[src/rtl/phase_sequencer.sv]
// phase_sequencer
// Divides the master clock into processor cycles of PHASES phases and
// emits one-master-cycle enable strobes at fixed phase positions.
// Run, stall and stop requests are acted on only at the processor-cycle
// boundary, so a cycle that has started always completes.
// Optional feature: define PHSEQ_CYCLE_COUNT_EN to add the 32-bit
// cycle_count output, which counts completed processor cycles.

module phase_sequencer #(
    parameter int PHASES  = 8,
    parameter int IMEM_PH = 1,
    parameter int REG_PH  = 0,
    parameter int DMEM_PH = 5
) (
    input  logic       clock,
    input  logic       reset,
    input  logic       run,
    input  logic       stall_req,
    output logic       stall_ack,
    output logic [3:0] phase,
    output logic       imem_en,
    output logic       regfile_en,
    output logic       dmem_en,
    output logic       proc_en,
    output logic       busy
`ifdef PHSEQ_CYCLE_COUNT_EN
    ,
    output logic [31:0] cycle_count
`endif
);

    typedef enum logic [1:0] {
        IDLE = 2'd0,
        RUN  = 2'd1,
        HOLD = 2'd2
    } state_t;

    // Phase positions widened to 32 bits so that a position at or beyond
    // PHASES simply never matches the phase counter.
    localparam logic [3:0]  LAST_PH    = 4'(PHASES - 1);
    localparam logic [31:0] IMEM_MATCH = 32'(IMEM_PH);
    localparam logic [31:0] REG_MATCH  = 32'(REG_PH);
    localparam logic [31:0] DMEM_MATCH = 32'(DMEM_PH);
    localparam logic [31:0] PROC_MATCH = 32'(PHASES - 1);

    state_t      state_q;
    state_t      state_d;
    logic [3:0]  phase_q;
    logic [3:0]  phase_d;
    logic [31:0] phase_wide;

    assign phase_wide = {28'd0, phase_q};

    // State and phase registers; reset drops straight back to IDLE, phase 0.
    always_ff @(posedge clock or negedge reset) begin
        if (!reset) begin
            state_q <= IDLE;
            phase_q <= 4'd0;
        end else begin
            state_q <= state_d;
            phase_q <= phase_d;
        end
    end

    // Next-state logic: run/stall are only looked at on the last phase.
    always_comb begin
        state_d = state_q;
        phase_d = 4'd0;
        case (state_q)
            IDLE: begin
                if (run) begin
                    state_d = RUN;
                end
            end
            RUN: begin
                if (phase_q == LAST_PH) begin
                    if (!run) begin
                        state_d = IDLE;
                    end else if (stall_req) begin
                        state_d = HOLD;
                    end else begin
                        state_d = RUN;
                    end
                end else begin
                    phase_d = phase_q + 4'd1;
                end
            end
            HOLD: begin
                if (!run) begin
                    state_d = IDLE;
                end else if (!stall_req) begin
                    state_d = RUN;
                end
            end
            default: begin
                state_d = IDLE;
            end
        endcase
    end

    // Moore outputs decoded only from the registered state and phase.
    always_comb begin
        phase      = phase_q;
        imem_en    = 1'b0;
        regfile_en = 1'b0;
        dmem_en    = 1'b0;
        proc_en    = 1'b0;
        busy       = (state_q != IDLE);
        stall_ack  = (state_q == HOLD);
        if (state_q == RUN) begin
            imem_en    = (phase_wide == IMEM_MATCH);
            regfile_en = (phase_wide == REG_MATCH);
            dmem_en    = (phase_wide == DMEM_MATCH);
            proc_en    = (phase_wide == PROC_MATCH);
        end
    end

`ifdef PHSEQ_CYCLE_COUNT_EN
    logic [31:0] count_q;

    // Completed-cycle counter: one step per proc_en strobe, wrapping freely.
    always_ff @(posedge clock or negedge reset) begin
        if (!reset) begin
            count_q <= 32'd0;
        end else if (proc_en) begin
            count_q <= count_q + 32'd1;
        end
    end

    assign cycle_count = count_q;
`endif

endmodule

[config.mk]
export PLATFORM = sky130hd
export DESIGN_NAME = phase_sequencer
export DESIGN_NICKNAME = d
export VERILOG_FILES = /design/src/rtl/phase_sequencer.sv
export SDC_FILE = /design/constraint.sdc
export NUM_CORES = 1
export LEC_CHECK = 0
export ABC_CLOCK_PERIOD_IN_PS = 2500
export BUFFER_PORTS_ARGS = -buffer_cell sky130_fd_sc_hd__buf_2
export CAP_MARGIN = 10
export CORE_AREA = 2 2 39 41
export CTS_BUF_LIST = sky130_fd_sc_hd__clkbuf_4 sky130_fd_sc_hd__clkbuf_8
export CTS_CLUSTER_SIZE = 10
export DETAILED_ROUTE_END_ITERATION = 6
export DIE_AREA = 0 0 41 43
export REMOVE_ABC_BUFFERS = 1
export SLEW_MARGIN = 25
export SYNTH_ARGS = -nofsm -noshare
export SYNTH_HDL_FRONTEND = slang
export SYNTH_SLANG_ARGS = --single-unit
export TNS_END_PERCENT = 5
[constraint.sdc]
create_clock -name clock -period 2.5 [get_ports clock]
set_input_delay 0.625 -clock clock [delete_from_list [all_inputs] [get_ports clock]]
set_output_delay 0.625 -clock clock [all_outputs]
set_load 0.01 [all_outputs]
==> flow_metrics.env <==
export IMPL_setup_worst_path_start="state_q[1]$_DFFE_PN0P_"
export IMPL_rr_startpoint="phase[0]$_DFF_PN0_"
export IMPL_drtPass1Iterations=1
export IMPL_final_max_slew_viol_count=0
export IMPL_period_share_pct=82.6
export IMPL_cp_required_ps=1880
export IMPL_cts_num_sinks=6
export IMPL_place_congestion=0.641
export IMPL_cap_violations=0
export IMPL_clk_latency_ps=230
export IMPL_rows=14
export IMPL_core_um2=1380
export IMPL_p_leak_nw=0.249
export IMPL_placedCellCount=65
export IMPL_finalHoldViolCount=0
export IMPL_power_switching_fraction_pct=41.8
export IMPL_cts_setup_buffers=0
export IMPL_max_freq_mhz=484
export IMPL_ir_worst_vdd_mv=0.518
export IMPL_cts_made_buffers=3
export IMPL_clk_pin_slew_worst_paths_ps=40
export IMPL_viasPerCell=4.78
export IMPL_clockBufferDepth=2
export IMPL_period_minus_slack_ps=2070
export IMPL_critPathMaxFanout=9
export IMPL_htreeDepth=1
export IMPL_intPower_mw=0.337
export IMPL_die_area_um2=1760
export IMPL_grt_max_degree=10
export IMPL_setup_viol=0
export IMPL_multiInputGateArea_um2=196
export IMPL_synthCells=38
export IMPL_dpl_hpwl_um=538
export IMPL_outcome="finished clean"
export IMPL_io_pins=14
export IMPL_fillCellCount=139
export IMPL_die_y_um=43
export IMPL_start_kind="register"
export IMPL_stdcell_count=68
export IMPL_ys_ff_latch=6
export IMPL_seqPwrFrac_pct=35.8
export IMPL_switchingPower_mw=0.242
export IMPL_grt_pass1_vias=252
export IMPL_path_class="register to output port"
export IMPL_portBuffers=13
export IMPL_finalNetCount=61
export IMPL_hold_ws_ps=203
export IMPL_wirelength_um=684
export IMPL_fin_tns_setup_ps=0
export IMPL_clkPwrFrac_pct=14.3
export IMPL_drive_above_1_share_pct=34.6
export IMPL_postCtsHoldBufs=0
export IMPL_die_x_um=41
export IMPL_ant_nets=0
export IMPL_vias=325
export IMPL_yosysSeqAreaShare_pct=40.5
export IMPL_endpoint_kind="output port"
export IMPL_drc=0
export IMPL_syn_area_per_cell_um2=9.75
export IMPL_clock_skew_ps=0.874
export IMPL_yosysUniqueCellTypes=22
export IMPL_grt_pass1_wl_um=1040
export IMPL_grt_overflow_total=0
export IMPL_diodes=0
export IMPL_cts_root_buf="clkbuf_4"
export IMPL_p_total_mw=0.580
export IMPL_start_util_pct=26.8
export IMPL_pwr_density_cell_nw_per_um2=1240
export IMPL_final_seq_area_um2=150
export IMPL_tritoncts="done"
export IMPL_drtIter0Drc=0
export IMPL_cts_resized=0
export IMPL_rsz0062_at_grt="no"
export IMPL_grt_use_total_pct=8.97
export IMPL_min_path_type="input pin to async pin"
export IMPL_area_growth_pct=26.7
export IMPL_maxSlewHeadroom_pct=79.7
export IMPL_cp_arrival_ps=1440
export IMPL_combPwrFrac_pct=49.9
export IMPL_yosys_warnings=0
export IMPL_worstMarginPinSlew_ps=304
export IMPL_syn_cell_area_um2=370
export IMPL_post_drt_wl_per_cell_um=10.1
export IMPL_antenna_found_initial=0
-- worst max-delay path: stages, from the launching register on --
cell      delay [ps]
dfrtp_1          420
nand2b_1         290
nor4b_1          320
buf_2            180
-- cells in the mapped netlist --
| library cell | n | share of area [%] |
|---|---|---|
| nor2_1 | 4 | 4.1 |
| ha_1 | 3 | 10 |
| nor3_1 | 1 | 1.4 |
| or4b_1 | 1 | 2.7 |
| inv_1 | 4 | 4.1 |
| xnor2_1 | 1 | 2.4 |
| nand2_1 | 1 | 1.0 |
| o31ai_1 | 1 | 2.0 |
| nand3b_1 | 3 | 6.1 |
| nand2b_1 | 1 | 1.7 |
| nor2b_1 | 1 | 1.7 |
| mux2i_1 | 1 | 2.7 |
| buf_2 | 1 | 1.4 |
| maj3_1 | 1 | 2.7 |
| dfrtp_1 | 6 | 41 |
| nand4b_1 | 1 | 2.4 |
| clkbuf_1 | 1 | 1.0 |
| and3b_2 | 1 | 2.7 |
| nand3_1 | 1 | 1.4 |
| nor4b_1 | 2 | 4.7 |
| o22ai_1 | 1 | 1.7 |
| or2_2 | 1 | 1.7 |
-- area by class of cell --
cell class / count / share of cell area (%)
multi-input combinational: 26 / 41.9
sequential: 6 / 32.0
timing repair buffer: 13 / 13.9
clock buffer: 3 / 4.80
tap: 16 / 4.27
inverter: 4 / 3.20
-- power groups by stage --
stage	clock network, mW	logic [mW]	registers [mW]
2_1_floorplan	0	0.183	0.210
3_3_place_gp	0	0.291	0.207
3_5_place_dp	0	0.290	0.211
4_1_cts	0.0867	0.294	0.208
5_1_grt	0.0958	0.332	0.216
6_report	0.0830	0.289	0.207
-- worst paths after layout --
path / endpoint / slack [ps] / cells past startpoint
worst max-delay path: regfile_en / 430 / 3
worst min-delay path: phase[3]$_DFF_PN0_ / 200 / 1
worst max register to register: phase[3]$_DFF_PN0_ / 1080 / 3
worst min register to register: phase[0]$_DFF_PN0_ / 550 / 1
max in group asynchronous: phase[2]$_DFF_PN0_ / 2160 / 1
min in group clock: phase[0]$_DFF_PN0_ / 550 / 1
-- kinds of logic (layout without fill, tap and decap cells) --
family	Yosys count	in the layout	share of synthesized area [%]
AND/OR/NAND/NOR	18	18	31.4
adder cells (fa/ha/maj)	4	4	12.8
XOR/XNOR	1	1	2.37
AO/OA/AOI/OAI	2	2	3.72
buffers and inverters	6	20	6.42
multiplexers	1	1	2.70
flip-flops	6	6	40.5
-- cells in the final DEF (no fill, tap or decap), types with 2 or more instances in the layout --
master	instances
dfrtp_1	6
nor4b_1	2
inv_1	4
nor2_1	4
ha_1	3
buf_2	13
nand3b_1	3
clkbuf_4	3
-- state kept, by name, summed over array words and instances, names as in the netlist --
| register | count |
|---|---|
| state_q | 2 |
| phase | 4 |
-- routing by layer --
metal	part of all wire, %	up-vias	routed length [um]	track usage [%]
met1	49	149	335	12.1
met4	0	0	0	6.00
met3	9.4	0	64	3.14
met2	42	17	284	11.6
li1	-	159	-	-
met5	0	-	0	0
-- metrics by stage --
stage / worst slack, ps / util, % / instance area (um^2)
2_1_floorplan: 723 / - / 362
3_3_place_gp: 711 / 32.3 / 447
3_5_place_dp: 699 / 32.3 / 447
4_1_cts: 436 / 33.9 / 469
5_1_grt: 310 / 33.9 / 469
6_report: 434 / 33.9 / 469
Note: power is estimated with default switching activity, not from simulation.
